## config.mk

```make
export PLATFORM = sky130hd
export DESIGN_NAME = ov7670_cfg_seq
export DESIGN_NICKNAME = d
export VERILOG_FILES = /design/src/rtl/ov7670_cfg_pkg.sv /design/src/rtl/ov7670_cfg_seq.sv
export SDC_FILE = /design/constraint.sdc
export NUM_CORES = 1
export LEC_CHECK = 0
export ABC_AREA = 0
export CAP_MARGIN = 30
export CORE_MARGIN = 4
export CORE_UTILIZATION = 50
export CTS_CLUSTER_DIAMETER = 50
export DETAILED_ROUTE_END_ITERATION = 10
export GPL_ROUTABILITY_DRIVEN = 0
export MAX_ROUTING_LAYER = met4
export PLACE_DENSITY_LB_ADDON = 0.12
export SYNTH_ARGS = -nofsm -noshare
export SYNTH_HDL_FRONTEND = slang
export SYNTH_SLANG_ARGS = --single-unit
```

## constraint.sdc

```tcl
create_clock -name clk -period 3.7 [get_ports clk]
set_input_delay 0.555 -clock clk [delete_from_list [all_inputs] [get_ports clk]]
set_output_delay 0.555 -clock clk [all_outputs]
set_load 0.1 [all_outputs]
```

## src/rtl/ov7670_cfg_pkg.sv

```systemverilog
// OV7670 configuration sequencer: shared types, states and register table.
// Entry 0 soft-resets the sensor; the rest set up RGB565 QVGA output.
package ov7670_cfg_pkg;

  typedef struct packed {
    logic [7:0]  addr;
    logic [7:0]  data;
    logic [31:0] delay;
  } cfg_entry_t;

  localparam int CFG_ROM_DEPTH = 64;
  localparam int IDX_W = $clog2(CFG_ROM_DEPTH);

  typedef enum logic [3:0] {
    IDLE,
    LOAD,
    WAIT_RDY,
    ISSUE,
    WAIT_ACK,
    WAIT_FIN,
    NEXT,
    SETTLE,
    START_PXL,
    DONE,
    ERR
  } cfg_state_t;

  localparam logic [31:0] RST_DLY = 32'd1_000_000;
  localparam logic [31:0] WR_DLY  = 32'd1_000;

  localparam cfg_entry_t CFG_ROM [CFG_ROM_DEPTH] = '{
    '{8'h12, 8'h80, RST_DLY},
    '{8'h12, 8'h14, WR_DLY},
    '{8'h40, 8'hD0, WR_DLY},
    '{8'h11, 8'h01, WR_DLY},
    '{8'h0C, 8'h04, WR_DLY},
    '{8'h3E, 8'h19, WR_DLY},
    '{8'h70, 8'h3A, WR_DLY},
    '{8'h71, 8'h35, WR_DLY},
    '{8'h72, 8'h11, WR_DLY},
    '{8'h73, 8'hF1, WR_DLY},
    '{8'hA2, 8'h02, WR_DLY},
    '{8'h8C, 8'h00, WR_DLY},
    '{8'h04, 8'h00, WR_DLY},
    '{8'h14, 8'h38, WR_DLY},
    '{8'h4F, 8'hB3, WR_DLY},
    '{8'h50, 8'hB3, WR_DLY},
    '{8'h51, 8'h00, WR_DLY},
    '{8'h52, 8'h3D, WR_DLY},
    '{8'h53, 8'hA7, WR_DLY},
    '{8'h54, 8'hE4, WR_DLY},
    '{8'h58, 8'h9E, WR_DLY},
    '{8'h3D, 8'hC0, WR_DLY},
    '{8'h17, 8'h16, WR_DLY},
    '{8'h18, 8'h04, WR_DLY},
    '{8'h32, 8'h24, WR_DLY},
    '{8'h19, 8'h02, WR_DLY},
    '{8'h1A, 8'h7A, WR_DLY},
    '{8'h03, 8'h0A, WR_DLY},
    '{8'h0F, 8'h41, WR_DLY},
    '{8'h1E, 8'h00, WR_DLY},
    '{8'h33, 8'h0B, WR_DLY},
    '{8'h3C, 8'h78, WR_DLY},
    '{8'h69, 8'h00, WR_DLY},
    '{8'h74, 8'h00, WR_DLY},
    '{8'hB0, 8'h84, WR_DLY},
    '{8'hB1, 8'h0C, WR_DLY},
    '{8'hB2, 8'h0E, WR_DLY},
    '{8'hB3, 8'h80, WR_DLY},
    '{8'h7A, 8'h20, WR_DLY},
    '{8'h7B, 8'h10, WR_DLY},
    '{8'h7C, 8'h1E, WR_DLY},
    '{8'h7D, 8'h35, WR_DLY},
    '{8'h7E, 8'h5A, WR_DLY},
    '{8'h7F, 8'h69, WR_DLY},
    '{8'h80, 8'h76, WR_DLY},
    '{8'h81, 8'h80, WR_DLY},
    '{8'h82, 8'h88, WR_DLY},
    '{8'h83, 8'h8F, WR_DLY},
    '{8'h84, 8'h96, WR_DLY},
    '{8'h85, 8'hA3, WR_DLY},
    '{8'h86, 8'hAF, WR_DLY},
    '{8'h87, 8'hC4, WR_DLY},
    '{8'h88, 8'hD7, WR_DLY},
    '{8'h89, 8'hE8, WR_DLY},
    '{8'h13, 8'hE0, WR_DLY},
    '{8'h00, 8'h00, WR_DLY},
    '{8'h10, 8'h00, WR_DLY},
    '{8'h0D, 8'h40, WR_DLY},
    '{8'h14, 8'h18, WR_DLY},
    '{8'hA5, 8'h05, WR_DLY},
    '{8'hAB, 8'h07, WR_DLY},
    '{8'h24, 8'h95, WR_DLY},
    '{8'h25, 8'h33, WR_DLY},
    '{8'h13, 8'hE7, WR_DLY}
  };

endpackage

```

## src/rtl/ov7670_cfg_seq.sv

```systemverilog
// Walks the OV7670 register table through the I2C wrapper handshake,
// then waits a settle interval and fires one pixel-capture start pulse.
module ov7670_cfg_seq
  import ov7670_cfg_pkg::*;
#(
  parameter int NUM_REGS      = 64,
  parameter int SETTLE_CYCLES = 30_000_000,
  parameter int ACK_TIMEOUT   = 1_000_000
) (
  input  logic        clk,
  input  logic        resetn,
  input  logic        cfg_start_i,
  input  logic        i2c_ready_i,
  output logic        i2c_start_en_o,
  output logic [7:0]  i2c_addr_o,
  output logic [7:0]  i2c_data_o,
  output logic [31:0] delay_o,
  output logic        pxl_start_en_o,
  output logic        cfg_busy_o,
  output logic        cfg_done_o,
  output logic        cfg_err_o,
  output logic [5:0]  reg_idx_o
);

  localparam logic [31:0] TMO_LAST = 32'(ACK_TIMEOUT - 1);
  localparam logic [31:0] SET_LAST = 32'(SETTLE_CYCLES - 1);
  localparam logic [IDX_W-1:0] IDX_LAST = IDX_W'(NUM_REGS - 1);

  cfg_state_t       state;
  cfg_state_t       state_n;
  logic [IDX_W-1:0] idx;
  logic [31:0]      tmo_cnt;
  logic [31:0]      set_cnt;
  cfg_entry_t       ent;
  logic             waiting;
  logic             tmo_hit;
  logic             entering;

  assign waiting = (state == WAIT_RDY) ||
                   (state == WAIT_ACK) ||
                   (state == WAIT_FIN);
  assign tmo_hit  = (tmo_cnt == TMO_LAST);
  assign entering = (state_n != state);

  always_ff @(posedge clk or negedge resetn) begin
    if (!resetn) begin
      state <= IDLE;
    end else begin
      state <= state_n;
    end
  end

  always_comb begin
    state_n        = state;
    i2c_start_en_o = 1'b0;
    pxl_start_en_o = 1'b0;
    cfg_busy_o     = 1'b1;
    cfg_done_o     = 1'b0;
    cfg_err_o      = 1'b0;
    unique case (state)
      IDLE, DONE, ERR: begin
        cfg_busy_o = 1'b0;
        cfg_done_o = (state == DONE);
        cfg_err_o  = (state == ERR);
        if (cfg_start_i) state_n = LOAD;
      end
      LOAD: state_n = WAIT_RDY;
      WAIT_RDY: begin
        if (i2c_ready_i) state_n = ISSUE;
        else if (tmo_hit) state_n = ERR;
      end
      ISSUE: begin
        i2c_start_en_o = 1'b1;
        state_n = WAIT_ACK;
      end
      WAIT_ACK: begin
        if (!i2c_ready_i) state_n = WAIT_FIN;
        else if (tmo_hit) state_n = ERR;
      end
      WAIT_FIN: begin
        if (i2c_ready_i) state_n = NEXT;
        else if (tmo_hit) state_n = ERR;
      end
      NEXT: begin
        if (idx != IDX_LAST) state_n = LOAD;
        else if (SETTLE_CYCLES == 0) state_n = START_PXL;
        else state_n = SETTLE;
      end
      SETTLE: begin
        if (set_cnt == SET_LAST) state_n = START_PXL;
      end
      START_PXL: begin
        pxl_start_en_o = 1'b1;
        state_n = DONE;
      end
      default: state_n = IDLE;
    endcase
  end

  // Both counters restart on every state change and saturate, never wrap.
  always_ff @(posedge clk or negedge resetn) begin
    if (!resetn) begin
      tmo_cnt <= '0;
      set_cnt <= '0;
    end else begin
      if (entering) tmo_cnt <= '0;
      else if (waiting && tmo_cnt != '1) tmo_cnt <= tmo_cnt + 32'd1;
      if (entering) set_cnt <= '0;
      else if (state == SETTLE && set_cnt != '1)
        set_cnt <= set_cnt + 32'd1;
    end
  end

  always_ff @(posedge clk or negedge resetn) begin
    if (!resetn) begin
      idx <= '0;
      ent <= '0;
    end else begin
      if (state_n == LOAD && state != NEXT) idx <= '0;
      else if (state == NEXT && idx != IDX_LAST) idx <= idx + 1'b1;
      if (state == LOAD) ent <= CFG_ROM[idx];
    end
  end

  assign i2c_addr_o = ent.addr;
  assign i2c_data_o = ent.data;
  assign delay_o    = ent.delay;
  assign reg_idx_o  = 6'(idx);

endmodule
```

==> out/metrics.csv <==
metric,value,unit
period utilisation layout,0.793,
Core Area,13300,sq um
Fin Hold WS,0.250,ns
Worst EP required,3.94,ns
count of input and output buffers,41,
Initial Util,0.516,
Slew @ Worst Pin,1.02,ns
maxcap violations,0,
pre-CTS setup slack,0.774,ns
Synth top area share,0.338,
final worst slack,0.767,ns
clk_skew,0.00983,ns
first-pass GRT wire length,30500,um
CTS Buf Count,9,
# clock sinks,93,
Final Setup Violations,0,
yosys warns,0,
initial antenna violation count,0,
worst path arrival time,3.17,ns
Clock Latency Late Sink,0.36,ns
area post-placement,7210,sq um
post-CTS sizing,0,
DPL Wire Length,12500,um
CTS tree,done,
DRT iter0 DRCs,723,
CP Class,reg2reg,
Final min period,2.93,ns
max frequency,0.341,GHz
DR WL/cell,17.5,um
Die Ht,125,um
hold_buf cts,0,
Power Density,841,nW/um^2
Commonest cells post-synth,"107 x nor2_1, 93 x dfrtp_1, 79 x nand2_1",
LEAKAGE,3.00,nW
RSZ-0062 raised after global routing,false,
"area leader, netlist",dfrtp_1,
most common cell in the synthesized netlist,nor2_1,
Final Slew Violations,0,
clock-pin slew on the worst setup and hold paths,0.07,ns
Synth Instances,855,
Post-synth EDFFs,0,
First-pass DRT Iterations,6,
layout cell share with drive strength beyond 1,0.0685,
CP Capture Type,register,
area growth from synthesis to layout,9.87,%
top_reg_cell synth,dfrtp_1,
syn avg cell area,8.05,sq um
Setup TNS Final,0,ns
postcts setup bufs,0,
Die X-Extent,125,um
Layout Utilization,0.567,
Clock Path Buffers,2,
"Distinct cells, synth",74,
vias in the first global route,5985,
Die Area,15700,sq um
routed vias,6372,
global route total overflow,0,
Rows,42,
Synth area leaders,"dfrtp_1 34%, nor2_1 5.8%, xor2_1 4.3%, nand2_1 4.3%, o21ai_0 3.8%",
Post-Syn Area,6890,sq um
largest net degree at the start of global routing,73,
Post-route DRC,0,
Final Hold Fails,0,
VDD IR-drop max,327,uV
"Seq/Total Area, Yosys",0.338,
crit path max fanout,64,
GRT Total Usage,0.240,
worst rel slew slack,0.320,
"FF+latch count, synth",93,
I/O Pins,63,
CP Launch Type,register,
H-Tree Depth,3,
Tightest Hold Check Type,in2async,
fin area,7570,sq um
Post-Route WL,18100,um
nets@finish,879,
asr flop ratio synth,1.00,
status,"complete, no violations",
n_diodes,0,
CTS root buf,clkbuf_16,
routed vias/inst,6.14,
remaining antenna violation count after routing,0,
==> worst paths after layout <==
path | from | to | slack [ns] | cells after the start
setup / recovery | state[1]$_DFF_PN0_ | set_cnt[22]$_DFFE_PN0P_ | 0.77 | 8
hold / removal | resetn | i2c_addr_o[1]$_DFFE_PN0P_ | 0.25 | 2
setup reg to reg | state[1]$_DFF_PN0_ | set_cnt[22]$_DFFE_PN0P_ | 0.77 | 8
hold reg to reg | i2c_addr_o[3]$_DFFE_PN0P_ | i2c_addr_o[3]$_DFFE_PN0P_ | 0.48 | 2
max in group asynchronous | resetn | reg_idx_o[3]$_DFFE_PN0P_ | 3.15 | 2
min in group clk | i2c_addr_o[3]$_DFFE_PN0P_ | i2c_addr_o[3]$_DFFE_PN0P_ | 0.48 | 2
==> registers in the layout, summed over array words and instances (netlist names) <==
register    count
delay_o         3
state           4
set_cnt        32
tmo_cnt        32
i2c_data_o      8
i2c_addr_o      8
reg_idx_o       6
==> layout by cell type, fill, tap and decap left out, types with 9 or more instances in the layout <==
cell type        synthesis  layout
a211oi_1                15      15
a21oi_1                 37      37
a31oi_1                 15      15
and3_1                  17      17
buf_4                   29      25
clkbuf_16                0       9
clkdlybuf4s50_1          0      30
conb_1                   1      21
dfrtp_1                 93      90
ha_1                    19      19
inv_1                   19      19
nand2_1                 79      79
nand2b_1                21      21
nand3_1                 36      36
nand4_1                 28      28
nor2_1                 107     107
nor2b_1                 10      10
nor3_1                  16      16
nor4_1                  20      20
o211ai_1                11      11
o21ai_0                 52      52
or3_1                   12      12
xnor2_1                 20      20
xor2_1                  34      34
==> final cells by class <==
class	instances	area, sq um
fillers	1227	5780
multi-input cells	674	4070
flip-flops and latches	93	2330
repair buffers	57	536
clock buffers	9	225
well taps	176	220
clock inverters	7	108
inverters	21	78.8
==> kinds of logic (layout without fill, tap and decap cells) <==
kind of cell / after synthesis / after routing / share of synthesized area
compound gates: 188 / 188 / 0.181
fa+ha+maj: 19 / 19 / 0.0345
flops: 93 / 93 / 0.338
mux: 7 / 7 / 0.0104
buf+inv: 108 / 94 / 0.0823
xor+xnor: 54 / 54 / 0.0687
other cells: 1 / 21 / 0.000545
simple gates: 385 / 385 / 0.285
==> stage by stage <==
step           power [mW]  std cells
6_report             6.36       1037
2_1_floorplan        4.50        875
5_1_grt              6.76       1037
4_1_cts              6.37       1036
3_5_place_dp         5.31       1020
3_3_place_gp         5.26       1020
==> power by group <==
part | total (mW) | switching (mW) | internal, mW
Combinational | 3.95 | 2.87 | 1.08
Clock | 1.04 | 0.435 | 0.603
Sequential | 1.38 | 0.217 | 1.16
==> critical path, stage by stage (launching register included) <==
cell and delay (ns):
dfrtp_1 0.59, nor2b_1 0.46, nand3_1 0.14, buf_4 0.22, nor4b_1 0.62, a211oi_1 0.19, o311ai_4 0.15, buf_12 0.31
nor3_1 0.11
==> routing by layer <==
| metal | routed length (um) | vias to the layer above | global-route usage |
|---|---|---|---|
| met5 | 0 | - | - |
| li1 | - | 3036 | - |
| met2 | 8900 | 234 | 0.390 |
| met1 | 7600 | 3041 | 0.295 |
| met3 | 931 | 61 | 0.0443 |
| met4 | 694 | 0 | 0.102 |
Note: power is estimated with default switching activity, not from simulation.
